==> src/rtl/msi_directory_controller.sv <==
// MSI home directory: per-block state, sharer set and owner for NPROC caches.
// One request at a time walks lookup, invalidate/fetch and memory phases, then responds.
module msi_directory_controller #(
    parameter int NPROC         = 3,
    parameter int NBLK          = 8,
    parameter int FETCH_TIMEOUT = 15
) (
    input  logic             i_Clock,
    input  logic             i_Reset,
    input  logic             i_ReqValid,
    output logic             o_ReqReady,
    input  logic [1:0]       i_ReqProc,
    input  logic [1:0]       i_ReqOp,
    input  logic [3:0]       i_ReqAddress,
    input  logic [3:0]       i_ReqData,
    output logic             o_MemValid,
    output logic             o_MemWrite,
    output logic [3:0]       o_MemAddress,
    output logic [3:0]       o_MemWriteData,
    input  logic             i_MemAck,
    input  logic [3:0]       i_MemReadData,
    output logic             o_InvValid,
    output logic [NPROC-1:0] o_InvMask,
    output logic             o_FetchValid,
    output logic [1:0]       o_FetchProc,
    output logic             o_FetchInv,
    input  logic             i_FetchAck,
    input  logic [3:0]       i_FetchData,
    output logic             o_RespValid,
    output logic [1:0]       o_RespProc,
    output logic [3:0]       o_RespAddress,
    output logic [3:0]       o_RespData,
    output logic             o_RespErr
);
    localparam int IW = $clog2(NBLK);
    localparam int CW = $clog2(FETCH_TIMEOUT + 1);
    localparam logic [3:0]    MAX_ADDR = 4'(NBLK);
    localparam logic [1:0]    MAX_PROC = 2'(NPROC);
    localparam logic [CW-1:0] TMO      = CW'(FETCH_TIMEOUT);
    localparam logic [1:0]    OP_RD = 2'b00;
    localparam logic [1:0]    OP_WR = 2'b01;
    localparam logic [1:0]    OP_WB = 2'b10;

    typedef enum logic [2:0] {
        S_IDLE, S_LOOKUP, S_INV, S_FETCH, S_MEM_WB, S_MEM_RD, S_RESPOND
    } state_t;
    typedef enum logic [1:0] {D_I, D_S, D_M} dst_t;

    state_t           r_state, w_next;
    logic [1:0]       r_proc, r_op, r_fproc;
    logic [3:0]       r_addr, r_data;
    logic             r_err, r_finv;
    logic [CW-1:0]    r_cnt;
    logic [NPROC-1:0] r_mask;
    dst_t             r_dst [NBLK];
    logic [NPROC-1:0] r_shr [NBLK];
    logic [1:0]       r_own [NBLK];
    dst_t             r_nst;
    logic [NPROC-1:0] r_nshr;
    logic [1:0]       r_nown;

    logic [IW-1:0]    w_idx;
    dst_t             w_cur_st, w_nst;
    logic [NPROC-1:0] w_cur_shr, w_req_bit, w_own_bit, w_nshr;
    logic [1:0]       w_cur_own, w_nown;
    logic             w_is_own, w_bad, w_lk_err;
    logic             w_rd, w_wr, w_wb, w_mem, w_resp, w_commit;
    state_t           w_lk_next;
    logic [CW-1:0]    w_cnt_inc;

    assign w_rd      = (r_op == OP_RD);
    assign w_wr      = (r_op == OP_WR);
    assign w_wb      = (r_op == OP_WB);
    assign w_mem     = (r_state == S_MEM_RD) || (r_state == S_MEM_WB);
    assign w_resp    = (r_state == S_RESPOND);
    assign w_cnt_inc = r_cnt + 1'b1;
    // Every successful path ends in a memory phase, so its ack is the commit point.
    assign w_commit  = w_mem && i_MemAck;

    always_comb begin : lookup
        w_idx     = IW'(r_addr - 4'd1);
        w_cur_st  = r_dst[w_idx];
        w_cur_shr = r_shr[w_idx];
        w_cur_own = r_own[w_idx];
        w_req_bit = NPROC'(1) << r_proc;
        w_own_bit = NPROC'(1) << w_cur_own;
        w_is_own  = (w_cur_st == D_M) && (w_cur_own == r_proc);
        w_bad     = (r_addr == 4'd0) || (r_addr > MAX_ADDR) ||
                    (r_op == 2'b11) || (r_proc >= MAX_PROC);
        w_lk_next = S_RESPOND;
        w_lk_err  = 1'b1;
        w_nst     = w_cur_st;
        w_nshr    = w_cur_shr;
        w_nown    = w_cur_own;
        if (!w_bad) begin
            unique case (1'b1)
                w_rd && (w_cur_st == D_M) && !w_is_own: begin
                    w_lk_next = S_FETCH;
                    w_lk_err  = 1'b0;
                    w_nst     = D_S;
                    w_nshr    = w_own_bit | w_req_bit;
                end
                w_rd && ((w_cur_st == D_I) || (w_cur_st == D_S)): begin
                    w_lk_next = S_MEM_RD;
                    w_lk_err  = 1'b0;
                    w_nst     = D_S;
                    w_nshr    = ((w_cur_st == D_S) ? w_cur_shr : '0) | w_req_bit;
                end
                w_wr && (w_cur_st == D_M) && !w_is_own: begin
                    w_lk_next = S_FETCH;
                    w_lk_err  = 1'b0;
                    w_nst     = D_M;
                    w_nshr    = w_req_bit;
                    w_nown    = r_proc;
                end
                w_wr && ((w_cur_st == D_I) || (w_cur_st == D_S)): begin
                    w_lk_next = (w_cur_st == D_S) ? S_INV : S_MEM_RD;
                    w_lk_err  = 1'b0;
                    w_nst     = D_M;
                    w_nshr    = w_req_bit;
                    w_nown    = r_proc;
                end
                w_wb && w_is_own: begin
                    w_lk_next = S_MEM_WB;
                    w_lk_err  = 1'b0;
                    w_nst     = D_I;
                    w_nshr    = '0;
                    w_nown    = 2'd0;
                end
                default: ;
            endcase
        end
    end

    always_comb begin : next_state
        w_next = r_state;
        case (r_state)
            S_IDLE:    if (i_ReqValid) w_next = S_LOOKUP;
            S_LOOKUP:  w_next = w_lk_next;
            S_INV:     w_next = S_MEM_RD;
            S_FETCH: begin
                if (i_FetchAck)              w_next = S_MEM_WB;
                else if (w_cnt_inc == TMO)   w_next = S_RESPOND;
            end
            S_MEM_WB, S_MEM_RD: if (i_MemAck) w_next = S_RESPOND;
            S_RESPOND: w_next = S_IDLE;
            default:   w_next = S_IDLE;
        endcase
    end

    always_ff @(posedge i_Clock) begin
        if (i_Reset) begin
            r_state <= S_IDLE;
            r_proc  <= '0;
            r_op    <= '0;
            r_addr  <= '0;
            r_data  <= '0;
            r_err   <= 1'b0;
            r_finv  <= 1'b0;
            r_fproc <= '0;
            r_cnt   <= '0;
            r_mask  <= '0;
            r_nst   <= D_I;
            r_nshr  <= '0;
            r_nown  <= '0;
            for (int i = 0; i < NBLK; i++) begin
                r_dst[i] <= D_I;
                r_shr[i] <= '0;
                r_own[i] <= '0;
            end
        end else begin
            r_state <= w_next;
            case (r_state)
                S_IDLE: if (i_ReqValid) begin
                    r_proc <= i_ReqProc;
                    r_op   <= i_ReqOp;
                    r_addr <= i_ReqAddress;
                    r_data <= i_ReqData;
                end
                S_LOOKUP: begin
                    r_err   <= w_lk_err;
                    r_nst   <= w_nst;
                    r_nshr  <= w_nshr;
                    r_nown  <= w_nown;
                    r_cnt   <= '0;
                    r_mask  <= w_cur_shr & ~w_req_bit;
                    r_finv  <= w_wr;
                    r_fproc <= w_cur_own;
                end
                S_FETCH: begin
                    if (i_FetchAck) begin
                        r_data <= i_FetchData;
                    end else begin
                        r_cnt <= w_cnt_inc;
                        if (w_cnt_inc == TMO) r_err <= 1'b1;
                    end
                end
                S_MEM_RD: if (i_MemAck) r_data <= i_MemReadData;
                default: ;
            endcase
            if (w_commit) begin
                r_dst[w_idx] <= r_nst;
                r_shr[w_idx] <= r_nshr;
                r_own[w_idx] <= r_nown;
            end
        end
    end

    always_comb begin : outputs
        o_ReqReady     = (r_state == S_IDLE) && !i_Reset;
        o_MemValid     = w_mem;
        o_MemWrite     = (r_state == S_MEM_WB);
        o_MemAddress   = w_mem ? r_addr : '0;
        o_MemWriteData = (r_state == S_MEM_WB) ? r_data : '0;
        o_InvValid     = (r_state == S_INV) && (r_mask != '0);
        o_InvMask      = (r_state == S_INV) ? r_mask : '0;
        o_FetchValid   = (r_state == S_FETCH);
        o_FetchProc    = (r_state == S_FETCH) ? r_fproc : '0;
        o_FetchInv     = (r_state == S_FETCH) && r_finv;
        o_RespValid    = w_resp;
        o_RespProc     = w_resp ? r_proc : '0;
        o_RespAddress  = w_resp ? r_addr : '0;
        o_RespData     = w_resp ? r_data : '0;
        o_RespErr      = w_resp && r_err;
    end
endmodule

==> config.mk <==
export PLATFORM = sky130hd
export DESIGN_NAME = msi_directory_controller
export DESIGN_NICKNAME = d
export VERILOG_FILES = /design/src/rtl/msi_directory_controller.sv
export SDC_FILE = /design/constraint.sdc
export NUM_CORES = 1
export LEC_CHECK = 0
export CAP_MARGIN = 0
export CORE_ASPECT_RATIO = 1.25
export CORE_UTILIZATION = 45
export DETAILED_ROUTE_END_ITERATION = 8
export GPL_TIMING_DRIVEN = 0
export PLACE_DENSITY = 0.8
export REMOVE_ABC_BUFFERS = 1
export SYNTH_ARGS = -nofsm -noshare
export SYNTH_HDL_FRONTEND = slang
export SYNTH_SLANG_ARGS = --single-unit
==> constraint.sdc <==
create_clock -name i_Clock -period 2.7 [get_ports i_Clock]
set_clock_uncertainty 0.1 [all_clocks]
set_input_delay 0.54 -clock i_Clock [delete_from_list [all_inputs] [get_ports i_Clock]]
set_output_delay 0.54 -clock i_Clock [all_outputs]
set_load 0.01 [all_outputs]
==> flow_summary.yaml <==
floorplanning:
  ioPinCount: 56
  die_w_um: 94.0
  die-area_um2: 11000
  start_util: 0.466
  core_area_um2: 10200
  die-height_um: 117
  num_rows: 41
synth:
  yosysSeqAreaShare: 0.492
  yosysTopAreaCell: "edfxtp_1"
  synth_cell_types: 59
  syn_inst: 457
  synthTopCellsByArea: "edfxtp_1 (35%), dfxtp_1 (14%), and2_1 (9.6%), mux4_1 (5.5%), nand2_1 (3.5%)"
  synth_ff_type: "edfxtp_1"
  synthesis.area_um2: 4760
  synth.avg_cell_area_um2: 10.4
  yosysWarnings: 0
  async_flop_share: 0
  synth_edf_count: 56
  synthDominantCellAreaShare: 0.353
  ys_seq_elements: 89
power:
  power.leakage_uw: 0.00228
  worst_ir_drop_vdd_mv: 0.528
  powerDensity_nw_per_um2: 959
  p_total_uw: 5840
outcome:
  status: "complete, but fails checks"
  violations: "negative setup slack"
global_routing:
  grt_max_degree: 40
  grt_pass1_wl_mm: 19.5
  use_met1: 0.253
  overflow: 0
  met3_usage: 0.0317
  track_usage: 0.238
  grt_use_met2: 0.443
  grt_pass1_vias: 3745
  antenna_found_initial: 0
  top_usage_layer: "met2"
sta:
  timing.hold.ws_ps: 359
  timing.final.ws_setup_ps: -77.5
  hold_viol: 0
  setup_violations: 6
  grt_setup_unrepaired: "true"
  relSlewSlack: 0.299
  worst_pin_slew_ps: 1050
  fmax_mhz: 360
  slew_violations: 0
  period_share: 1.03
  period_needed_ps: 2780
final_layout:
  num_antenna_cells: 0
  syn_to_final_growth_pct: 27.9
  num-nets-final: 555
  drive_gt1_frac: 0.194
clocking:
  tritoncts: "done"
  clock_sinks: 89
  insertion_delay_ps: 350
  clkSlewWorstSetupHoldPaths_ps: 70
  htreeDepth: 3
  clockBufferDepth: 2
  root_buffer: "clkbuf_16"
  cts_buffers: 9
  ctsHoldBuffers: 0
setup_path:
  cp.arrival_ps: 2860
  required_ps: 2790
  start_kind: "flop"
  worstPathCellList: "inv_8 -> ha_4 -> xor2_4 -> buf_12 -> mux4_2 -> and3b_2 -> o21ai_4 -> nand3_4 -> a211o_1 -> o211ai_1 -> a31oi_1"
  crit_family: "compound AO/OA/AOI/OAI gates"
  crit_type: "flop to flop"
  cp_slowest_cell: "dfxtp_4"
  critPathBufInv: 2
  end_kind: "flop"
  cp_slowest_stage_delay_ps: 370
  worst-path-max-fanout: 5
route:
  drc_errors: 0
  first_pass_iters: 6
  drt_iter0_markers: 177
  finalWirelength_mm: 12.8
  ant_nets: 0
  vias_per_cell: 5.88
  vias: 3889
  avgRoutedWirePerCell_um: 19.3
place:
  dp_hpwl_mm: 7.99
  gp_congestion: 0.886
  port-buffer-count: 55
min_path:
  hp-class: "flop to flop"
flow_run:
  cap_violations: 0
-- cell families after synthesis --
| family | after synthesis | share of synthesized area |
|---|---|---|
| xor gates and xnor gates | 6 | 0.0150 |
| AOI/OAI and AO/OA | 96 | 0.134 |
| DFF | 89 | 0.492 |
| muxes | 21 | 0.0901 |
| buffers and inverters | 34 | 0.0305 |
| and+or+nand+nor | 208 | 0.230 |
| adders and majority gates | 3 | 0.00788 |
-- Yosys cell counts (2+ instances only) --
cell,instances
and2_1,73
edfxtp_1,56
nand2_1,45
nor2_1,35
dfxtp_1,33
a21oi_1,28
clkbuf_1,21
nor3_1,16
o21ai_0,14
mux4_1,10
o22ai_1,10
and3_1,8
inv_1,7
nand3_1,7
a211oi_1,6
a31oi_1,6
a211o_1,5
or2_2,5
xnor2_1,5
mux2i_1,4
mux4_2,4
o22a_1,4
ha_1,3
nand2b_1,3
nor2b_1,3
o211ai_1,3
o21ai_1,3
a21o_1,2
and2_4,2
and3b_1,2
buf_2,2
mux2_2,2
nand4_1,2
nor3b_1,2
nor4_1,2
-- metrics by stage --
stage	worst slack [ps]	cell area, um2	std cells	utilization	TNS (ps)
detailed placement	-1040	5350	615	0.524	-49530
finish	-77.5	6090	661	0.597	-293
global placement	-1330	5360	615	0.525	-140660
floorplan	-442	4650	431	-	-3690
global route	-115	6090	661	0.597	-1070
CTS	-23.4	5970	652	0.585	-86.6
-- per-layer routing --
metal | share of wire | vias up
li1 | - | 1805
met1 | 0.37 | 1864
met2 | 0.52 | 179
met3 | 0.056 | 41
met4 | 0.050 | 0
met5 | 0 | -
-- worst register-to-register path, stage by stage (launching register included) --
cell	delay [ps]
dfxtp_4	370
inv_8	60
ha_4	160
xor2_4	210
buf_12	150
mux4_2	370
and3b_2	260
o21ai_4	210
nand3_4	140
a211o_1	370
o211ai_1	110
a31oi_1	110
-- what timing repair did --
| item | in CTS | in global routing |
|---|---|---|
| setup endpoints to repair | 138 | 48 |
| buffers inserted | 20 | 10 |
| resized for setup | 40 | 21 |
| cloned | 1 | 0 |
| pin swaps | 8 | 19 |
-- flip-flops by register name (all words and copies together), names as in the netlist, 2 cells and up --
signal   flops
r_proc       2
r_nshr       3
r_state      3
r_op         2
r_mask       3
r_nst        2
r_addr       4
r_cnt        4
r_data       4
r_fproc      2
r_nown       2
r_dst       16
r_shr       24
r_own       16
-- final cells by class --
type / instances / area, um2
sequential: 89 / 2360
clock inverter: 7 / 93.8
timing repair buffer: 85 / 798
multi-input combinational: 334 / 2410
fill: 787 / 4120
clock buffer: 9 / 225
inverter: 8 / 41.3
tap: 129 / 161
-- power breakdown --
group	leakage (uW)	switching, uW	internal, uW
combinational	0.00128	1390	1150
sequential	0.000851	326	1630
clock	0.000153	539	811
-- cells in the final DEF, fill, tap and decap left out, types with 7 or more instances in the layout --
cell type	n
and2_1	73
edfxtp_1	56
clkdlybuf4s50_1	49
nand2_1	41
nor2_1	32
a21oi_1	28
dfxtp_1	27
buf_4	24
o21ai_0	11
nor3_1	10
o22ai_1	10
clkbuf_16	9
and3_1	8
mux4_2	8
nand3_1	7
-- worst paths after layout --
check	startpoint	end	slack (ps)	cells after the start
min	r_finv	r_finv	360	2
max reg2reg	r_addr[0]	r_nshr[1]	-80	11
max	r_addr[0]	r_nshr[1]	-80	11
min reg2reg	r_finv	r_finv	360	2
(Power assumes the default switching activity.)
==> variant 1: new RTL, same settings <==
Re-encode `state_t` (7 states) as Gray code, 3 bits wide.
--- a/src/rtl/msi_directory_controller.sv
+++ b/src/rtl/msi_directory_controller.sv
@@ -42,7 +42,7 @@
     localparam logic [1:0]    OP_WB = 2'b10;
 
     typedef enum logic [2:0] {
-        S_IDLE, S_LOOKUP, S_INV, S_FETCH, S_MEM_WB, S_MEM_RD, S_RESPOND
+        S_IDLE = 3'b000, S_LOOKUP = 3'b001, S_INV = 3'b011, S_FETCH = 3'b010, S_MEM_WB = 3'b110, S_MEM_RD = 3'b111, S_RESPOND = 3'b101
     } state_t;
     typedef enum logic [1:0] {D_I, D_S, D_M} dst_t;
 
Formal check against the unedited RTL: same outputs for any inputs over 4 cycles, from zero or initial values and one cycle with i_Reset high; so few cycles prove little.
==> variant 1 against the original RTL <==
The run still ends with setup timing left; via count grew 2.1%; clock power grew 8%; combinational power shrank 23%; global-route usage grew 0.25 points; final area grew 0.55%; power shrank 11%; worst setup slack lost 0.24 ns; synthesized area shrank 0.84%; wire length grew 1.6%; sequential cell count is the same.
==> variant 1: results (changes against the original RTL) <==
Clock network
  • Clk buf depth: 2 (unchanged)
  • H-tree Lvls: 3 (unchanged)
  • Post-CTS sizing: 54 (+35%)
  • Clock root cell: clkbuf_16
  • Hold Buf Count CTS: 0 (unchanged)
  • Num CTS Buffers: 9 (unchanged)
  • Setup bufs post-CTS: 22 (+10%)
  • Clk Latency, worst-skew pair: 0.35 ns (about the same)

Pwr
  • Leakage: 0.002284 uW (about the same)
  • Int Power: 3377 uW (-5.9%)
  • Peak VDD IR: 346.3 uV (-34%)

Yosys
  • Adder-cell share of the synthesized area: 0.7949% (+0.0067 points)
  • Yosys warnings: 0 (unchanged)
  • Multiplexer share of the synthesized area: 8.188% (-0.82 points)
  • Post-synth cell types: 63 (+6.8%)
  • Post-synthesis sequential area ratio: 49.60% (+0.42 points)
  • Ranking of synthesized cells by area: edfxtp_1, dfxtp_1, and2_1
  • Xor/xnor share of the synthesized area: 1.431% (-0.067 points)
  • Most instantiated cells after synthesis: and2_1, edfxtp_1, nand2_1
  • Post-synthesis compound-gate area fraction: 10.33% (-3.1 points)

Timing
  • TNS Setup: -1.857 ns (-1.563 ns)
  • Worst hold slack: 0.3643 ns (+0.005585 ns)
  • Setup violations, final: 10 (+4)
  • Slew Limit Headroom: 36.61% (+6.7 points)
  • Final WS setup: -0.3163 ns (-0.2388 ns)

Routing
  • DRT iter0 DRCs: 280 (+58%)
  • DR vias/cell: 5.915 (+0.54%)
  • Pre-antenna DRT Iters: 5 (-1)
  • Total Wirelength: 12,960 um (+1.6%)

Critical path
  • Worst-path fanout max: 6 (+1)
  • Setup crit end: r_nown[1]$_SDFFE_PP0P_
  • Worst Setup SP: r_addr[0]$_SDFFE_PP0P_
  • CP Data Arrival Time: 3.20 ns (+0.34 ns)

Final layout
  • Nets: 565 (+1.8%)
  • Share of cells above drive strength 1: 18.45% (-0.91 points)
  • Diode count: 0 (unchanged)
  • Reg with most FFs: r_shr

Worst hold path
  • Hold endpoint: r_mask[0]$_SDFFE_PP0P_
  • Hold Crit Depth: 2 (unchanged)
  • Hold_sp: r_mask[0]$_SDFFE_PP0P_
  • Worst hold path class: reg2reg

GRT
  • Vias in the first global route: 3,960 (+5.7%)
  • Global Route Usage Sum: 24.07% (+0.25 points)
  • First-pass GRT wire length: 19,850 um (+1.7%)
  • Largest net degree at the start of global routing: 40 (unchanged)

Place
  • Estimated wirelength of the detail-placed design: 7887 um (-1.3%)
  • Post-place setup slack: -2.412 ns (-1.376 ns)
  • Routability cong.: 0.8836 (-0.29%)

Run status
  • Status: finished with violations
  • Violated checks: setup timing
==> variant 1: final cells by class <==
cell class	instances	area (um2)
clock buffer	9	225.2
inverter	8	32.53
tap	129	161.4
multi-input combinational	344	2425
timing repair buffer	85	800.8
fill	771	4033
sequential	89	2356
clock inverter	7	123.9
==> variant 1: critical path, stage by stage (launching register included) <==
cell and delay, ns:
dfxtp_4 0.35, inv_4 0.06, ha_4 0.20, xor2_4 0.25, buf_6 0.15, mux4_2 0.32
mux2i_4 0.25, xor2_4 0.25, a21oi_1 0.12, o31a_1 0.36, or4_1 0.44, nand3_1 0.10
==> variant 1: metal layers <==
| layer | routed length [um] | share of wire [%] | track usage (%) |
|---|---|---|---|
| met1 | 4806 | 37 | 25.85 |
| met2 | 6549 | 51 | 43.28 |
| met3 | 847 | 6.5 | 5.208 |
| met4 | 752 | 5.8 | 14.56 |
| met5 | 0 | 0 | 0 |
==> variant 1: cell families after synthesis <==
logic type / count (synthesis)
AND/OR/NAND/NOR: 236
flip-flops: 89
AO/OA/AOI/OAI: 76
buffers and inverters: 36
multiplexers: 23
XOR/XNOR: 6
adder cells (fa/ha/maj): 3
==> variant 1: per-stage QoR <==
step	utilization, %	std cells	instance area [um2]
floorplan	-	441	4592
global placement	52.22	625	5304
detailed placement	52.22	625	5304
CTS	59.16	663	6010
global route	60.30	671	6125
finish	60.30	671	6125
==> variant 1: power groups by stage <==
| stage | Combinational, uW | Clock (uW) | Sequential [uW] |
|---|---|---|---|
| floorplan | 924 | 0 | 1720 |
| global placement | 1210 | 0 | 1810 |
| detailed placement | 1240 | 0 | 1810 |
| CTS | 1690 | 1460 | 1780 |
| global route | 2060 | 1530 | 1820 |
| finish | 1950 | 1460 | 1800 |
==> variant 2: new RTL, same settings <==
Without the edit above. Change the parameter `FETCH_TIMEOUT` from 15 to 30.
--- a/src/rtl/msi_directory_controller.sv
+++ b/src/rtl/msi_directory_controller.sv
@@ -3,7 +3,7 @@
 module msi_directory_controller #(
     parameter int NPROC         = 3,
     parameter int NBLK          = 8,
-    parameter int FETCH_TIMEOUT = 15
+    parameter int FETCH_TIMEOUT = 30
 ) (
     input  logic             i_Clock,
     input  logic             i_Reset,
Check against the original RTL: same outputs for any inputs over 4 cycles, from zero or initial values and one cycle with i_Reset high; that may be too few to reach the edited logic, so the function may still have changed.
==> variant 2 against the original RTL <==
The flow still finishes with violations (setup timing); critical path depth decreased by 1; power shrank 4.2%; maximum frequency decreased by 5.9%; synthesized area grew 2.5%; die area up 2.4%; final area increased by 3.6%; worst setup slack lost 0.17 ns; wire length grew 1.5%; sequential cell count is 1 higher; largest cell class unchanged.
==> variant 2: results (changes against the original RTL) <==
Run status
  • Status: finished with violations
  • Violated checks: setup timing

Critical path
  • Reg-to-reg endpoint: r_nst[1]$_SDFFE_PP0P_
  • Worst Setup SP: r_addr[0]$_SDFFE_PP0P_
  • Worst-path fanout max: 6 (+1)
  • Crit end category: flop
  • CP Data Arrival Time: 3.05 ns (+0.19 ns)
  • R2R cell count: 10 (-1)
  • Slowest cell on the critical path: mux4_2
  • Top Family by Delay on Critical Path: multiplexers
  • Max incr delay on CP: 0.57 ns (+0.20 ns)

Final layout
  • Largest registers: r_shr (24), r_dst (16), r_own (16)
  • Diode count: 0 (unchanged)
  • Fillcell total: 814 (+3.4%)
  • Nets: 582 (+4.9%)
  • Share of cells above drive strength 1: 21.65% (+2.3 points)

Routing
  • DR WL/cell: 18.72 um (-2.9%)
  • Pre-antenna DRT Iters: 5 (-1)
  • DRT iter0 DRCs: 221 (+25%)
  • DR vias/cell: 5.965 (+1.4%)
  • Total Wirelength: 12,940 um (+1.5%)

Clock network
  • Num CTS Buffers: 9 (unchanged)
  • Clk buf depth: 2 (unchanged)
  • Clock root cell: clkbuf_16
  • Clk Latency, worst-skew pair: 0.36 ns
  • H-tree Lvls: 3 (unchanged)
  • CTS clk-pin slew, worst paths: 0.07 ns (about the same)

Yosys
  • Post-synth cell types: 58 (-1.7%)
  • Ranking of synthesized cells by area: edfxtp_1, dfxtp_1, and2_1
  • Yosys warnings: 0 (unchanged)
  • Most instantiated cells after synthesis: and2_1, edfxtp_1, nand2_1
  • FFs w/ async S/R, synth: 0% (unchanged)
  • Syn Area/Cell: 10.13 um2 (-2.8%)
  • Number of flops mapped to enable cells by yosys: 56 (unchanged)
  • Post-synthesis sequential area ratio: 48.40% (-0.79 points)

Place
  • Placed Cells: 642 (+4.4%)
  • Routability cong.: 0.8220 (-7.2%)
  • Post-place setup slack: -2.095 ns (-1.059 ns)
  • Port Buffer Count: 55 (unchanged)
  • Estimated wirelength of the detail-placed design: 8004 um (+0.18%)

Worst hold path
  • Hold_sp: r_data[2]$_SDFFE_PP0P_
  • Worst hold path class: reg2reg

GRT
  • Initial antenna violation count: 0 (unchanged)
  • Global Route Usage Sum: 23.56% (-0.26 points)
  • First-pass GRT wire length: 19,930 um (+2.1%)
  • Largest net degree at the start of global routing: 50 (+25%)
  • Vias in the first global route: 4,065 (+8.5%)

Timing
  • Setup violations, final: 10 (+4)
  • Slew Limit Headroom: 42.23% (+12 points)
  • Final WS setup: -0.2509 ns (-0.1733 ns)
  • TNS Setup: -1.387 ns (-1.094 ns)

Pwr
  • Leakage: 0.002251 uW (-1.4%)
  • Peak VDD IR: 412.9 uV (-22%)
-- variant 2: area by class of cell --
class                   instances  area, um2  area share (%)
clock inverters                 7      53.80          0.8525
clock buffers                   9      225.2           3.569
multi-input cells             356       2611           41.38
flip-flops and latches         90       2375           37.63
well taps                     132      165.2           2.617
inverters                       9      41.29          0.6542
repair buffers                 88      839.6           13.30
-- variant 2: metrics by stage --
step,utilization (%),instance area [um2],hold slack (ns)
after detailed placement,51.81,5473,0.3492
after CTS,58.37,6166,0.3591
final,59.75,6311,0.3547
after global placement,51.86,5478,0.3405
after global routing,59.75,6311,0.3846
after floorplan,-,4762,0.3216
-- variant 2: timing repair --
item,in CTS,in global routing
setup buffers,27,8
gates resized for setup,49,18
pin swaps,13,6
setup endpoints to repair,158,32
-- variant 2: kinds of logic after synthesis --
logic type | Yosys count | share of synthesized area [%]
AOI/OAI and AO/OA | 83 | 11.97
and+or+nand+nor | 242 | 26.71
xor gates and xnor gates | 6 | 1.385
DFF | 90 | 48.40
muxes | 22 | 7.639
adders and majority gates | 3 | 0.7691
buffers and inverters | 36 | 3.127
-- variant 2: how the worst min path moves through the flow --
stage                                   end  slack, ns  depth (start not counted)
finish               r_data[2]$_SDFFE_PP0P_       0.35                          2
global placement    r_fproc[0]$_SDFFE_PP0P_       0.34                          2
detailed placement      r_finv$_SDFFE_PP0P_       0.35                          2
CTS                     r_finv$_SDFFE_PP0P_       0.36                          2
global route        r_fproc[0]$_SDFFE_PP0P_       0.38                          2
floorplan               r_finv$_SDFFE_PP0P_       0.32                          2
-- variant 2: layer usage --
metal	track usage (%)	wire (um)	vias up
met5	0	0	-
met4	14.30	612	0
met2	40.98	6783	193
li1	-	-	1879
met3	3.282	744	48
met1	26.55	4798	2002
-- variant 2: worst reg2reg max path, delay by kind of cell, from the launching register on --
kind,cells,cell delay (ns)
AND/OR/NAND/NOR,3,0.49
adder cells (fa/ha/maj),1,0.21
buffers and inverters,2,0.24
multiplexers,2,0.85
AO/OA/AOI/OAI,1,0.37
flip-flops,1,0.36
XOR/XNOR,1,0.16
-- variant 2: power by group --
part | internal, uW | total (uW) | switching (uW)
registers | 1630 | 1900 | 267
clock network | 630 | 1200 | 570
logic | 1140 | 2500 | 1360
